`src/rtl/cv32e40p_mem_arbiter.sv`:
```
// cv32e40p_mem_arbiter
// Shares one single-port, 1-cycle-latency BRAM between the cv32e40p
// instruction and data OBI ports. Grants are combinational in the request
// cycle and each response returns to its requester one cycle later.
//
// Build option: define CV32E40P_MEM_ARB_RR_EN for round-robin arbitration
// between the two ports. Without it, the data port has fixed priority.
module cv32e40p_mem_arbiter #(
  parameter int unsigned MEM_WORDS = 16384,
  localparam int unsigned IDX_W = $clog2(MEM_WORDS)
) (
  input  logic             clk_i,
  input  logic             rst_i,

  input  logic             instr_req_i,
  input  logic [31:0]      instr_addr_i,
  output logic             instr_gnt_o,
  output logic             instr_rvalid_o,
  output logic [31:0]      instr_rdata_o,

  input  logic             data_req_i,
  input  logic             data_we_i,
  input  logic [3:0]       data_be_i,
  input  logic [31:0]      data_addr_i,
  input  logic [31:0]      data_wdata_i,
  output logic             data_gnt_o,
  output logic             data_rvalid_o,
  output logic [31:0]      data_rdata_o,

  output logic             mem_en_o,
  output logic [3:0]       mem_we_o,
  output logic [IDX_W-1:0] mem_addr_o,
  output logic [31:0]      mem_wdata_o,
  input  logic [31:0]      mem_rdata_i
);

  // Port that owns the BRAM response arriving next cycle.
  typedef enum logic [1:0] {
    OWN_NONE  = 2'd0,
    OWN_INSTR = 2'd1,
    OWN_DATA  = 2'd2
  } owner_e;

  owner_e           owner_q;
  owner_e           owner_next;

  logic             grant_instr;
  logic             grant_data;
  logic             any_grant;

  // Address and write data are held when idle so the BRAM pins stay quiet.
  logic [IDX_W-1:0] mem_addr_reg;
  logic [IDX_W-1:0] mem_addr_next;
  logic [31:0]      mem_wdata_reg;
  logic [31:0]      mem_wdata_next;

  // Byte bits and bits above the BRAM size are ignored: addresses wrap.
  logic             unused_addr_bits;
  assign unused_addr_bits = ^{instr_addr_i[31:IDX_W+2], instr_addr_i[1:0],
                              data_addr_i[31:IDX_W+2],  data_addr_i[1:0]};

`ifdef CV32E40P_MEM_ARB_RR_EN
  // Winner of the most recent contended cycle.
  typedef enum logic {
    PORT_INSTR = 1'b0,
    PORT_DATA  = 1'b1
  } port_e;

  port_e last_q;

  // Round-robin grant: on contention the port that lost last time wins.
  always_comb begin
    grant_instr = 1'b0;
    grant_data  = 1'b0;
    if (!rst_i) begin
      if (instr_req_i && data_req_i) begin
        if (last_q == PORT_DATA) begin
          grant_instr = 1'b1;
        end else begin
          grant_data  = 1'b1;
        end
      end else begin
        grant_instr = instr_req_i;
        grant_data  = data_req_i;
      end
    end
  end

  // Remember the contention winner; uncontended cycles leave it alone.
  always_ff @(posedge clk_i) begin
    if (rst_i) begin
      last_q <= PORT_DATA;
    end else if (instr_req_i && data_req_i) begin
      last_q <= grant_instr ? PORT_INSTR : PORT_DATA;
    end
  end
`else
  // Fixed priority: the data port always wins contention.
  always_comb begin
    grant_instr = 1'b0;
    grant_data  = 1'b0;
    if (!rst_i) begin
      grant_data  = data_req_i;
      grant_instr = instr_req_i && !data_req_i;
    end
  end
`endif

  assign any_grant   = grant_instr || grant_data;
  assign instr_gnt_o = grant_instr;
  assign data_gnt_o  = grant_data;
  assign mem_en_o    = any_grant;

  // Only a granted data store may write; the fetch port is read-only.
  generate
    for (genvar gi = 0; gi < 4; gi++) begin : g_byte_we
      assign mem_we_o[gi] = grant_data && data_we_i && data_be_i[gi];
    end
  endgenerate

  // Steer the granted port onto the BRAM address/data, else hold.
  always_comb begin
    mem_addr_next  = mem_addr_reg;
    mem_wdata_next = mem_wdata_reg;
    owner_next     = OWN_NONE;
    if (grant_instr) begin
      mem_addr_next  = instr_addr_i[IDX_W+1:2];
      mem_wdata_next = data_wdata_i;
      owner_next     = OWN_INSTR;
    end else if (grant_data) begin
      mem_addr_next  = data_addr_i[IDX_W+1:2];
      mem_wdata_next = data_wdata_i;
      owner_next     = OWN_DATA;
    end
  end

  assign mem_addr_o  = mem_addr_next;
  assign mem_wdata_o = mem_wdata_next;

  // Track the response owner and the held BRAM address/data.
  always_ff @(posedge clk_i) begin
    if (rst_i) begin
      owner_q       <= OWN_NONE;
      mem_addr_reg  <= '0;
      mem_wdata_reg <= '0;
    end else begin
      owner_q       <= owner_next;
      mem_addr_reg  <= mem_addr_next;
      mem_wdata_reg <= mem_wdata_next;
    end
  end

  // Route the BRAM read data to the owner only; reset suppresses responses.
  assign instr_rvalid_o = !rst_i && (owner_q == OWN_INSTR);
  assign data_rvalid_o  = !rst_i && (owner_q == OWN_DATA);
  assign instr_rdata_o  = instr_rvalid_o ? mem_rdata_i : 32'h0;
  assign data_rdata_o   = data_rvalid_o  ? mem_rdata_i : 32'h0;

endmodule

```
`config.mk`:
```
export PLATFORM = sky130hd
export DESIGN_NAME = cv32e40p_mem_arbiter
export DESIGN_NICKNAME = d
export VERILOG_FILES = /design/src/rtl/cv32e40p_mem_arbiter.sv
export SDC_FILE = /design/constraint.sdc
export NUM_CORES = 1
export LEC_CHECK = 0
export ABC_AREA = 1
export CORE_MARGIN = 4
export CORE_UTILIZATION = 34
export DETAILED_ROUTE_END_ITERATION = 16
export PLACE_DENSITY_LB_ADDON = 0.2
export SKIP_LAST_GASP = 1
export SLEW_MARGIN = 10
export SYNTH_ARGS = -nofsm -noshare
export SYNTH_HDL_FRONTEND = slang
export SYNTH_SLANG_ARGS = --single-unit
```
`constraint.sdc`:
```
create_clock -name clk_i -period 2.4 [get_ports clk_i]
set_input_delay 0.24 -clock clk_i [delete_from_list [all_inputs] [get_ports clk_i]]
set_output_delay 0.24 -clock clk_i [all_outputs]
set_load 0.01 [all_outputs]
```
; ---- Word-level counts from Yosys, hierarchy flattened
; Cells that the tools add are included.
[classes]
reduce_logical = 12
eq_ne = 2
muxes = 10
[ops]
columns = cell, n
row1 = 2-to-1 mux 32 bit, 4
row2 = 2-to-1 mux 14 bit, 2
row3 = logical AND 1 bit, 8
row4 = 2-to-1 mux 1 bit, 3
row5 = equality test 2 x 1 -> 1 bit (second input constant), 1
row6 = equality test 2 bit (second input constant), 1
row7 = zero test 1 bit, 2
row8 = 2-to-1 mux 2 bit, 1
row9 = OR reduction 2 bit, 1
row10 = logical OR 1 bit, 1
[word_totals]
reg_bits = 48
in_bits = 137
out_inout_bits = 119

; ---- Depth between registers and ports, before layout
; Gate-level depths: netlist of run 1.
[logic_depth]
depth_word = 4
ltp_mapped = 8
depth_no_buf = 6

; ---- Worst setup path before layout of run 1
; OpenSTA, ideal clock, no wires.
[synth_timing]
kind = in2out
start = input rst_i
end = output mem_we_o[0]
path_buffers = 1
arrival_time_ps = 1016
path_slack_ps = 1144
cell_stages = 6
path_cell_list = inv_2 -> nand2_2 -> buf_2 -> inv_1 -> nand2_1 -> nor2_1
[synth_via]
elab_chain_cells = 3
[synth_rtl]
columns = element, line_no
row1 = from (decl), 13  ; input logic rst_i,
row2 = 2-to-1 mux 1 bit, 102  ; if (!rst_i) begin
row3 = net data_gnt_o, 26  ; output logic data_gnt_o,
row4 = logical AND 1 bit (2 in a row), 117  ; assign mem_we_o[gi] = grant_data && data_we_i && data_be_i[gi];
row5 = to (decl), 31  ; output logic [3:0] mem_we_o,
; The timed path passes the listed nets, and every way through them passes these cells.

; ---- Worst setup path in the final report of run 1
[layout_timing]
start = input instr_req_i
end = output mem_addr_o[9]
[layout_via]
elab_chain_cells = 3
[layout_rtl]
columns = element, line_no
row1 = from (decl), 15  ; input logic instr_req_i,
row2 = logical AND 1 bit, 104  ; grant_instr = instr_req_i && !data_req_i;
row3 = 2-to-1 mux 1 bit, 102
row4 = 2-to-1 mux 14 bit, 126  ; if (grant_instr) begin
row5 = to (decl), 32  ; output logic [IDX_W-1:0] mem_addr_o,
; Every way passes these cells.

==> results of run 1 <==
==> final timing paths <==
check | slack (ps) | cells after the start | endpoint
hold reg to reg | 530 | 4 | mem_wdata_reg[14]$_SDFF_PP0_
setup / recovery | 240 | 7 | mem_addr_o[9]
setup reg to reg | 1710 | 4 | mem_addr_reg[2]$_SDFF_PP0_
hold / removal | 340 | 4 | owner_q[0]$_SDFF_PP0_
==> per-stage QoR <==
| step | total power (W) | cells | utilization |
|---|---|---|---|
| global route | 0.00227 | 779 | 0.660 |
| detailed placement | 0.00167 | 772 | 0.648 |
| floorplan | 0.00123 | 465 | - |
| global placement | 0.00165 | 772 | 0.648 |
| CTS | 0.00217 | 779 | 0.659 |
| finish | 0.00214 | 779 | 0.660 |
==> layer usage <==
metal | wire length, um | up-vias
li1 | - | 1726
met3 | 627 | 13
met2 | 4940 | 127
met1 | 3650 | 1422
met4 | 171 | 0
met5 | 0 | -
==> cell usage after synthesis <==
library cell    n  area (um2)
dfxtp_1        48         961
nand3_2         1        10.0
nand3_1        29         145
clkbuf_2        1        5.00
buf_6           8        90.1
buf_1           2        7.51
nand2_1        76         285
buf_2           5        25.0
nor2_1        115         432
o21ai_2        30         263
nand2_2         1        6.26
o21ai_1         3        15.0
inv_1         136         510
inv_2           2        7.51
clkbuf_1        8        30.0
==> kinds of logic (layout without fill, tap and decap cells) <==
| logic type | after synthesis | count (layout) | synth area share |
|---|---|---|---|
| AOI/OAI and AO/OA | 33 | 33 | 0.0995 |
| buffers and inverters | 162 | 374 | 0.242 |
| DFF | 48 | 48 | 0.344 |
| and+or+nand+nor | 222 | 222 | 0.315 |
==> cell type report <==
type | count | area (um2)
sequential | 48 | 961
inverter | 138 | 518
multi-input combinational | 255 | 1160
tap | 102 | 128
clock inverter | 1 | 8.76
clock buffer | 6 | 82.6
fill | 721 | 2670
timing repair buffer | 229 | 2310
==> power groups by stage <==
stage | registers (W) | clock network (W) | logic (W)
2_1_floorplan | 0.000884 | 0 | 0.000342
3_3_place_gp | 0.000886 | 0 | 0.000766
3_5_place_dp | 0.000888 | 0 | 0.000780
4_1_cts | 0.000869 | 0.000518 | 0.000783
5_1_grt | 0.000874 | 0.000549 | 0.000849
6_report | 0.000869 | 0.000504 | 0.000771
==> worst max-delay path, cell delays in order <==
cell             delay, ps
clkdlybuf4s50_1        540
nand3_2                150
buf_4                  210
nand3_1                100
nand2_1                 70
inv_1                   50
clkdlybuf4s50_1        560
==> repair_timing <==
| item | 4_1_cts | 5_1_grt |
|---|---|---|
| hold buffers | 0 | 0 |
| endpoints found under the setup margin | 0 | 33 |
| gates resized for setup | 0 | 1 |
==> results_dict.tcl, run 1 <==
set metrics [dict create \
    powerDensity_nw_per_um2 414 \
    ant_nets 0 \
    synth.distinct_cells 15 \
    rsz0062_at_grt "no" \
    max-cap-violations 0 \
    die_h_um 98.6 \
    critPathKind "in -> out" \
    die_area_um2 9730 \
    top_usage_layer "met2" \
    cp-startpoint "instr_req_i" \
    synth-seq-cells 48 \
    grt_pass1_vias 3009 \
    io_buffers 219 \
    final_common_cell "clkdlybuf4s50_1" \
    drive_gt1_frac 0.0768 \
    p_leak_nw 2.65 \
    syn2layout_area_growth_pct 85.3 \
    hpwl_mm 7.70 \
    end_kind "output port" \
    vias_per_cell 4.22 \
    use_met2 0.350 \
    gr-usage-met3 0.0410 \
    setup_viol 0 \
    place_ws_ps 83.8 \
    nets 814 \
    worstPathMaxFanout 12 \
    cts_tree "done" \
    holdWs_ps 345 \
    gp_congestion 0.840 \
    cp_data_required_time_ps 2160 \
    wl_mm 9.39 \
    seqPwrFrac 0.405 \
    hold_class "in -> reg" \
    wl_per_cell_um 12.1 \
    timing.final.max_slew_violations 0 \
    status "finished, final reports clean" \
    grt-ovfl-total 0 \
    finalCritPeriodShare 0.899 \
    post_cts_buffers 0 \
    p_int_w 0.00152 \
    syn-num-nets 602 \
    cts_buffer_depth 2 \
    ir_drop_uv 257 \
    grt_use_met1 0.215 \
    antenna_found_initial 0 \
    cts_num_sinks 48 \
    io_pins 256 \
    layout_common_cells "clkdlybuf4s50_1, inv_1, nor2_1, nand2_1, dfxtp_1" \
    totalNegativeSetupSlack_ps 0 \
    insertion_delay_ps 290 \
    syn_area_um2 2790 \
    clk_pin_slew_ps 80 \
    dpl_cell_area_um2 5080 \
    cp_data_arrival_time_ps 1920 \
    startpoint_type "input pin" \
    switching_share 0.292 \
    switchingPower_w 0.000627 \
    n_antenna_cell 0 \
    fmax_ghz 0.463 \
    grt_pass1_wl_mm 15.0 \
    p_comb_frac 0.360 \
    start_util 0.356 \
    die_x_um 98.6 \
    rr_startpoint "mem_addr_reg[2]$_SDFF_PP0_" \
    dr.pass1.iters 4 \
    grt_start_max_net_pins 47 \
    setup_ws_ps 242 \
    relSlewSlack 0.673 \
    finalCriticalPeriod_ps 2160 \
    grt_use_total 0.188 \
    yosysSeqAreaShare 0.344 \
    syn_inst 465 \
    clock_skew_ps 0 \
    drc 0 \
    num_vias 3288 \
    drtIter0Drc 80 \
    cts_root_buf "clkbuf_8" \
    min_from "rst_i" \
    finalHoldViolCount 0 \
    pwr-share-clk 0.235 \
    design_area_um2 5180 \
    core_um2 7850 \
    avgSynthCellArea_um2 6.01 \
    numCtsBuffers 5 \
    largest_reg_flops 32 \
    yosys_warnings 0 \
    worst_pin_slew_ps 490 \
    rows 32 \
    htree_num_levels 2 \
]
Note: power is estimated with default switching activity, not from simulation.
==> run 2, diff against run 1 <==
- CAP_MARGIN: not set -> 20
- CELL_PAD_IN_SITES_DETAIL_PLACEMENT: not set -> 1
- CELL_PAD_IN_SITES_GLOBAL_PLACEMENT: not set -> 1
- CORE_UTILIZATION: 34 -> 20
==> run 2 against run 1 <==
Cell area increased by 2.7%. Non-clock buffer count is the same. Clock skew unchanged. Sequential power hardly changed. Largest power group unchanged. Power rose by 9.7%. First-iteration DRC count shrank 30%. Combinational power up 2%. Sequential share of layout area shrank 0.48 points. Critical path depth did not move. Cell count is 9.6% higher. Sequential cell count unchanged.
==> results_dict.tcl, run 2 (same netlist as run 1, synthesis figures left out) <==
set metrics [dict create \
    vias_per_cell 4.03 \
    numCtsBuffers 5 \
    cts_root_buf "clkbuf_16" \
    die_area_um2 15900 \
    final_common_cell "clkdlybuf4s50_1" \
    cp_top_family "buffers and inverters" \
    layout.cells.non_filler 854 \
    die_x_um 126 \
    setup_viol 0 \
    layout_common_cells "clkdlybuf4s50_1, inv_1, nor2_1, nand2_1, dfxtp_1" \
    cp_cell_sequence "clkdlybuf4s50_1 > buf_12 > nand2_4 > inv_1 > nand2_1 > nor2_1 > clkdlybuf4s50_1" \
    clock_skew_ps 0 \
    finalCriticalPeriod_ps 2290 \
    die_h_um 126 \
    hold_class "in -> reg" \
    io_buffers 219 \
    gp_congestion 0.835 \
    grt_start_max_net_pins 55 \
    core_um2 13500 \
    rows 42 \
    wl_per_cell_um 13.0 \
    max-cap-violations 0 \
    cp_data_required_time_ps 2160 \
    dp.cells 845 \
    status "finished, final reports clean" \
    finalPower_w 0.00235 \
    design_area_um2 5310 \
    insertion_delay_ps 280 \
    nets 814 \
    n_antenna_cell 0 \
    cts_buffer_depth 2 \
    clk_pin_slew_ps 60 \
    cp_data_arrival_time_ps 2050 \
    start_util 0.208 \
    totalNegativeSetupSlack_ps 0 \
    powerDensity_nw_per_um2 443 \
    cts_num_sinks 48 \
    drive_gt1_frac 0.0752 \
    syn2layout_area_growth_pct 90.3 \
    end_kind "output port" \
    fin_util 0.395 \
    largest_reg_flops 32 \
    fmax_ghz 0.436 \
    relSlewSlack 0.638 \
    holdBufCountCts 0 \
    grt_pass1_wl_mm 17.1 \
    ant_nets 0 \
    worst-path-buf-inv 4 \
    max_stage_delay_ps 590 \
    drc 0 \
    htree_num_levels 2 \
    finalCritPeriodShare 0.955 \
    grt_pass1_vias 3466 \
    startpoint_type "input pin" \
    dr.pass1.iters 3 \
    ir_drop_uv 252 \
    rsz0062_at_grt "no" \
    dpl_cell_area_um2 5140 \
    io_pins 256 \
    antenna_found_initial 0 \
    finalHoldViolCount 0 \
    cts_tree "done" \
    wl_mm 11.1 \
    grt_use_total 0.130 \
    critPathKind "in -> out" \
    drtIter0Drc 56 \
    worstPathMaxFanout 16 \
    cp_slowest_cell "clkdlybuf4s50_1" \
    p_leak_nw 2.66 \
    post_cts_buffers 0 \
    path_common_cell "clkdlybuf4s50_1" \
    timing.final.max_slew_violations 0 \
    worst_pin_slew_ps 543 \
    grt-ovfl-total 0 \
    hpwl_mm 8.75 \
    num_vias 3440 \
]
[run 2: cell types whose count changed in the layout (fill, tap and decap cells not counted)]
cell             delta
buf_12              -2
buf_4               +1
clkbuf_1            +2
clkbuf_16           +6
clkbuf_8            -6
clkdlybuf4s50_1     +1
dlymetal6s2s_1      -1
nand2_2             -1
nand2_4             +1
[run 2: area by class of cell]
type                       instances  area (um2)
clock inverter                     1        8.76
tap                              176         220
sequential                        48         961
fill                            1702        8140
inverter                         138         518
clock buffer                       7         133
timing repair buffer             229        2300
multi-input combinational        255        1170
[run 2: metal layers]
metal  track usage  routed length, um  vias up
met5             0                  0        -
met4        0.0259                129        0
met3        0.0267                621        9
met2         0.249               5540      135
met1         0.146               4790     1566
li1              -                  -     1730
[run 2: per-stage QoR]
step / hold slack (ps) / setup WS [ps]
after CTS: 468 / 85.1
after global placement: 508 / 17.9
after detailed placement: 521 / -40.1
after global routing: 523 / 13.0
final: 450 / 109
after floorplan: 385 / 1140
[run 2: worst paths after layout]
check	cells after the start	start	end	slack, ps
min	4	rst_i	owner_q[1]$_SDFF_PP0_	450
max reg2reg	4	mem_addr_reg[5]$_SDFF_PP0_	mem_addr_reg[5]$_SDFF_PP0_	1700
max	7	data_req_i	mem_we_o[3]	110
min reg2reg	4	mem_wdata_reg[6]$_SDFF_PP0_	mem_wdata_reg[6]$_SDFF_PP0_	520
[run 2: worst register-to-register path: stages, from the launching register on]
cell	delay [ps]
dfxtp_1	300
nand2_1	60
nand3_1	70
nand2_1	90
nor2_1	50
[run 2: power breakdown]
group	switching (W)	internal (W)	total, W	leakage (nW)
logic	0.000355	0.000432	0.000787	2.19
registers	0.0000142	0.000856	0.000870	0.398
clock network	0.000305	0.000390	0.000695	0.0681
[run 2: what timing repair did]
item                       in CTS  in global routing
gates resized for setup         1                  0
cloned                          0                  1
setup endpoints to repair       4                  1
